$ cat src/rtl/apb_completer.sv
// APB completer: each APB transfer becomes exactly one access on a single-port synchronous memory.
// Optional macro APB_SLVERR_EN enables the misaligned/out-of-range decode and the slverr response.
module apb_completer #(
  parameter int ADDR_WIDTH  = 32,
  parameter int DATA_WIDTH  = 32,
  parameter int STRB_SIZE   = DATA_WIDTH / 8,
  parameter int MEM_DEPTH   = 256,
  parameter int WAIT_STATES = 1
) (
  input  logic                         clk,
  input  logic                         rst,
  input  logic                         sel,
  input  logic                         enable,
  input  logic                         write,
  input  logic [STRB_SIZE-1:0]         strobe,
  input  logic [ADDR_WIDTH-1:0]        addr,
  input  logic [DATA_WIDTH-1:0]        wdata,
  output logic                         ready,
  output logic                         slverr,
  output logic [DATA_WIDTH-1:0]        rdata,
  output logic                         mem_en,
  output logic                         mem_wr,
  output logic [$clog2(MEM_DEPTH)-1:0] mem_addr,
  output logic [STRB_SIZE-1:0]         mem_be,
  output logic [DATA_WIDTH-1:0]        mem_wdata,
  input  logic [DATA_WIDTH-1:0]        mem_rdata
);

  localparam int MAW = $clog2(MEM_DEPTH);
  localparam int BL  = $clog2(STRB_SIZE);

  typedef enum logic {IDLE, ACCESS} state_t;

  state_t                state_q, state_d;
  logic [3:0]            cnt_q, cnt_d;
  logic [MAW-1:0]        waddr_q, waddr_d;
  logic                  write_q, write_d;
  logic                  err_q, err_d;
  logic [STRB_SIZE-1:0]  strobe_q, strobe_d;
  logic [DATA_WIDTH-1:0] wdata_q, wdata_d;
  logic [DATA_WIDTH-1:0] hold_q, hold_d;

  logic           err_in;
  logic           setup;
  logic           active;
  logic           first;
  logic           rd_setup;
  logic           wr_cmt;
  logic [MAW-1:0] waddr_in;
  logic           unused_addr;

  assign waddr_in    = addr[BL +: MAW];
  assign unused_addr = ^addr;

`ifdef APB_SLVERR_EN
  localparam logic [ADDR_WIDTH:0] LIMIT = (ADDR_WIDTH+1)'(MEM_DEPTH * STRB_SIZE);
  assign err_in = (addr[1:0] != 2'b00) | ({1'b0, addr} >= LIMIT);
`else
  assign err_in = 1'b0;
`endif

  assign setup  = (state_q == IDLE) & sel & ~enable;
  assign active = (state_q == ACCESS) & sel & enable;
  // The counter is loaded with WAIT_STATES, so this value marks the first ACCESS cycle.
  assign first  = (cnt_q == 4'(WAIT_STATES));

  assign ready  = ~rst & active & (cnt_q == 4'd0);
  assign slverr = ready & err_q;

  // Reads fetch during SETUP so the word is on mem_rdata by the first ACCESS cycle.
  assign rd_setup = ~rst & setup & ~write & ~err_in;
  assign wr_cmt   = ready & write_q & ~err_q;

  assign mem_en    = rd_setup | wr_cmt;
  assign mem_wr    = wr_cmt;
  assign mem_addr  = rd_setup ? waddr_in : waddr_q;
  assign mem_be    = wr_cmt ? strobe_q : {STRB_SIZE{1'b1}};
  assign mem_wdata = wdata_q;
  assign rdata     = (ready & ~write_q & ~err_q) ? (first ? mem_rdata : hold_q) : '0;

  always_comb begin
    state_d  = state_q;
    cnt_d    = cnt_q;
    waddr_d  = waddr_q;
    write_d  = write_q;
    err_d    = err_q;
    strobe_d = strobe_q;
    wdata_d  = wdata_q;
    hold_d   = hold_q;
    case (state_q)
      IDLE: begin
        if (setup) begin
          state_d  = ACCESS;
          cnt_d    = 4'(WAIT_STATES);
          waddr_d  = waddr_in;
          write_d  = write;
          err_d    = err_in;
          strobe_d = strobe;
          wdata_d  = wdata;
        end
      end
      ACCESS: begin
        if (active && first) hold_d = mem_rdata;
        if (!active || cnt_q == 4'd0) state_d = IDLE;
        else                          cnt_d   = cnt_q - 4'd1;
      end
      default: state_d = IDLE;
    endcase
  end

  always_ff @(posedge clk) begin
    if (rst) begin
      state_q  <= IDLE;
      cnt_q    <= '0;
      waddr_q  <= '0;
      write_q  <= 1'b0;
      err_q    <= 1'b0;
      strobe_q <= '0;
      wdata_q  <= '0;
      hold_q   <= '0;
    end else begin
      state_q  <= state_d;
      cnt_q    <= cnt_d;
      waddr_q  <= waddr_d;
      write_q  <= write_d;
      err_q    <= err_d;
      strobe_q <= strobe_d;
      wdata_q  <= wdata_d;
      hold_q   <= hold_d;
    end
  end

endmodule
$ cat config.mk
export PLATFORM = sky130hd
export DESIGN_NAME = apb_completer
export DESIGN_NICKNAME = d
export VERILOG_FILES = /design/src/rtl/apb_completer.sv
export SDC_FILE = /design/constraint.sdc
export NUM_CORES = 1
export LEC_CHECK = 0
export CAP_MARGIN = 5
export CORE_MARGIN = 3
export CORE_UTILIZATION = 30
export CTS_BUF_LIST = sky130_fd_sc_hd__clkbuf_4
export DETAILED_ROUTE_END_ITERATION = 12
export HOLD_SLACK_MARGIN = 0.12
export PLACE_DENSITY_LB_ADDON = 0.2
export SLEW_MARGIN = 25
export SYNTH_ARGS = -nofsm -noshare
export SYNTH_HDL_FRONTEND = slang
export SYNTH_SLANG_ARGS = --single-unit
export TNS_END_PERCENT = 5
$ cat constraint.sdc
create_clock -name clk -period 1.8 [get_ports clk]
set_input_delay 0.27 -clock clk [delete_from_list [all_inputs] [get_ports clk]]
set_output_delay 0.27 -clock clk [all_outputs]
set_load 0.005 [all_outputs]
==> flow_metrics.env <==
export IMPL_synth_seq_cells=82
export IMPL_violations="negative setup slack"
export IMPL_synth_avg_cell_area_sq_um=8.52
export IMPL_critPathLaunchType="primary input"
export IMPL_synth_common_cells="82 x dfxtp_1, 66 x nand2_1, 64 x a21oi_1"
export IMPL_io_buffer_count=159
export IMPL_skew_ns=0.0145
export IMPL_cp_slowest_cell="clkdlybuf4s50_1"
export IMPL_grt_total_usage=0.168
export IMPL_cts_path_max_buffers=2
export IMPL_die_y_um=114
export IMPL_final_seq_area_sq_mm=0.00165
export IMPL_grt_pass1_wl_um=17700
export IMPL_yosysTopAreaCell="dfxtp_1"
export IMPL_grt_overflow_total=0
export IMPL_rr_worst_depth=7
export IMPL_io_pins=185
export IMPL_setup_ws_ns=-0.435
export IMPL_cellLeakagePower_nw=2.13
export IMPL_vias=3639
export IMPL_total_power_mw=3.81
export IMPL_synth_cell_types=37
export IMPL_post_route_util=0.521
export IMPL_path_cells="clkdlybuf4s50_1 -> nor4b_4 -> nor2b_4 -> buf_6 -> buf_6 -> mux2_4 -> buf_6"
export IMPL_cp_max_fo=4
export IMPL_syn_area_sq_mm=0.00349
export IMPL_core_area_sq_mm=0.0111
export IMPL_gp_congestion=0.774
export IMPL_dpl_cell_area_sq_mm=0.00533
export IMPL_route_detailed_drc=0
export IMPL_crit_path_end_kind="output pin"
export IMPL_dp_cells=695
export IMPL_drv_cap=0
export IMPL_setup_viol=47
export IMPL_fillerInstances=1069
export IMPL_std_cell_rows=38
export IMPL_wirelength_um=11100
export IMPL_crit_family="buffers and inverters"
export IMPL_multi_input_area_sq_mm=0.00195
export IMPL_holdBufCountCts=0
export IMPL_synthMostInstantiatedCell="dfxtp_1"
export IMPL_first_iter_violations=149
export IMPL_cp_slowest_stage_delay_ns=0.47
export IMPL_tns_ns=-16.13
export IMPL_dieArea_sq_mm=0.0129
export IMPL_final_area_sq_mm=0.00577
export IMPL_viasPerCell=5.03
export IMPL_path_clk_slew_ns=0.13
export IMPL_syn_num_nets=516
export IMPL_cts_sinks=82
export IMPL_antenna_cells=0
export IMPL_status="finished, violations left"
export IMPL_ys_seq_area_frac=0.471
export IMPL_synth_area_leaders="dfxtp_1 47%, a22o_1 11%, a21oi_1 9.2%"
export IMPL_period_share=1.24
export IMPL_synth_top_area_share=0.471
export IMPL_die_x_um=114
export IMPL_ys_flop_type="dfxtp_1"
export IMPL_cts_buffers=9
export IMPL_dp_hpwl_um=6980
export IMPL_fmax_mhz=447
export IMPL_p_per_area_mw_per_mm2=661
export IMPL_critPathKind="primary input to output pin"
export IMPL_initial_core_util=0.315
export IMPL_cp_required_ns=1.53
export IMPL_grt_pass1_vias=3595
export IMPL_cts_root_buf="clkbuf_4"
export IMPL_nets=686
export IMPL_ant_nets=0
export IMPL_fin_crit_ns=2.24
export IMPL_synth_edf_count=0
export IMPL_hold_viol_final=0
export IMPL_critical_path_cell_count=7
export IMPL_cts_htree_levels=3
export IMPL_antenna_found_initial=0
export IMPL_worst_hold_path_type="primary input to flip-flop"
export IMPL_drive_gt1_frac=0.305
export IMPL_area_growth_pct=65.4
export IMPL_cts_tree="built"
export IMPL_hold_slack_ns=0.434
export IMPL_worstHoldPathCells=3
export IMPL_critical_path_buf_inv_count=4
export IMPL_drtPass1Iterations=4
export IMPL_rsz0062_at_grt="true"
export IMPL_ir_worst_vdd_mv=0.281
export IMPL_cpMostUsedCell="buf_6"
export IMPL_grt_max_degree=46
export IMPL_post_place_ws_ns=-0.688
export IMPL_slew_viol_final=0
export IMPL_worstSkewPairLatency_ns=0.41
export IMPL_synthCells=409
export IMPL_critPathArrivalTime_ns=1.97
export IMPL_final_cell_count_no_fill=724
export IMPL_ys_warn_count=0
export IMPL_ys_async_sr_fraction=0
export IMPL_wl_per_cell_um=15.4
==> report_power, final <==
part           internal (mW)  total (mW)  switching, mW
logic                  0.470       0.808          0.338
clock network          0.442        1.08          0.639
registers               1.88        1.92         0.0466
total                   2.79        3.81           1.02
==> per-layer routing <==
layer	track usage	vias to the layer above	wire, um	share of wire
li1	-	1802	-	-
met1	0.208	1693	4860	0.44
met2	0.277	133	5170	0.46
met3	0.0642	11	1010	0.090
met4	0.0396	0	106	0.0095
met5	0	-	0	0
==> path summary, 6_finish.rpt <==
check	from	slack [ns]	end
hold reg to reg	hold_q[27]$_SDFFE_PP0P_	0.49	hold_q[27]$_SDFFE_PP0P_
setup / recovery	enable	-0.44	mem_addr[3]
hold / removal	mem_rdata[23]	0.43	hold_q[23]$_SDFFE_PP0P_
setup reg to reg	cnt_q[1]$_SDFFE_PP0P_	0.08	hold_q[7]$_SDFFE_PP0P_
==> kinds of logic after synthesis <==
group | after synthesis | share of synthesized area
xor+xnor | 1 | 0.00251
flops | 82 | 0.471
buf+inv | 42 | 0.0517
other cells | 1 | 0.00108
fa+ha+maj | 2 | 0.00718
simple gates | 126 | 0.176
mux | 9 | 0.0287
compound gates | 146 | 0.262
==> state kept, by name, indices dropped and copies added (netlist names) <==
name and count:
hold_q 32, mem_wdata 32, waddr_q 8, cnt_q 4, strobe_q 4, state_q 1
write_q 1
==> cells in the final DEF (no fill, tap or decap), drive strengths merged <==
master         instances
clkdlybuf4s50        111
dfxtp                 82
buf                   72
nand2                 66
a21oi                 64
a22o                  45
nand3                 34
o21ai                 33
clkbuf                19
mux2                   8
nand2b                 4
clkdlybuf4s15          4
clkinv                 4
nor2                   3
inv                    3
and3                   3
or3b                   3
nor4b                  2
or4                    2
a21boi                 2
ha                     2
or2                    2
nor3b                  1
nand3b                 1
nor2b                  1
nor3                   1
and2                   1
mux2i                  1
and4bb                 1
xor2                   1
a32o                   1
or4b                   1
o31ai                  1
conb                   1
clkinvlp               1
bufinv                 1
bufbuf                 1
dlygate4sd2            1
==> what timing repair did <==
item / 4_1_cts / 5_1_grt
setup buffers: 9 / 1
gates cloned: 4 / 1
endpoints found under the setup margin: 47 / 52
gates resized for setup: 209 / 77
pin swaps: 4 / 6
==> worst min-delay path: cells and delay by family <==
| kind | cells | cell delay (ns) |
|---|---|---|
| AOI/OAI and AO/OA | 1 | 0.05 |
| buffers and inverters | 1 | 0.42 |
| and+or+nand+nor | 1 | 0.07 |
==> cell type report <==
type / instances / area share
clock inverters: 6 / 0.0117
flip-flops and latches: 82 / 0.286
multi-input cells: 285 / 0.338
well taps: 140 / 0.0304
clock buffers: 10 / 0.0130
repair buffers: 198 / 0.318
inverters: 3 / 0.00282
Note: power is estimated with default switching activity, not from simulation.
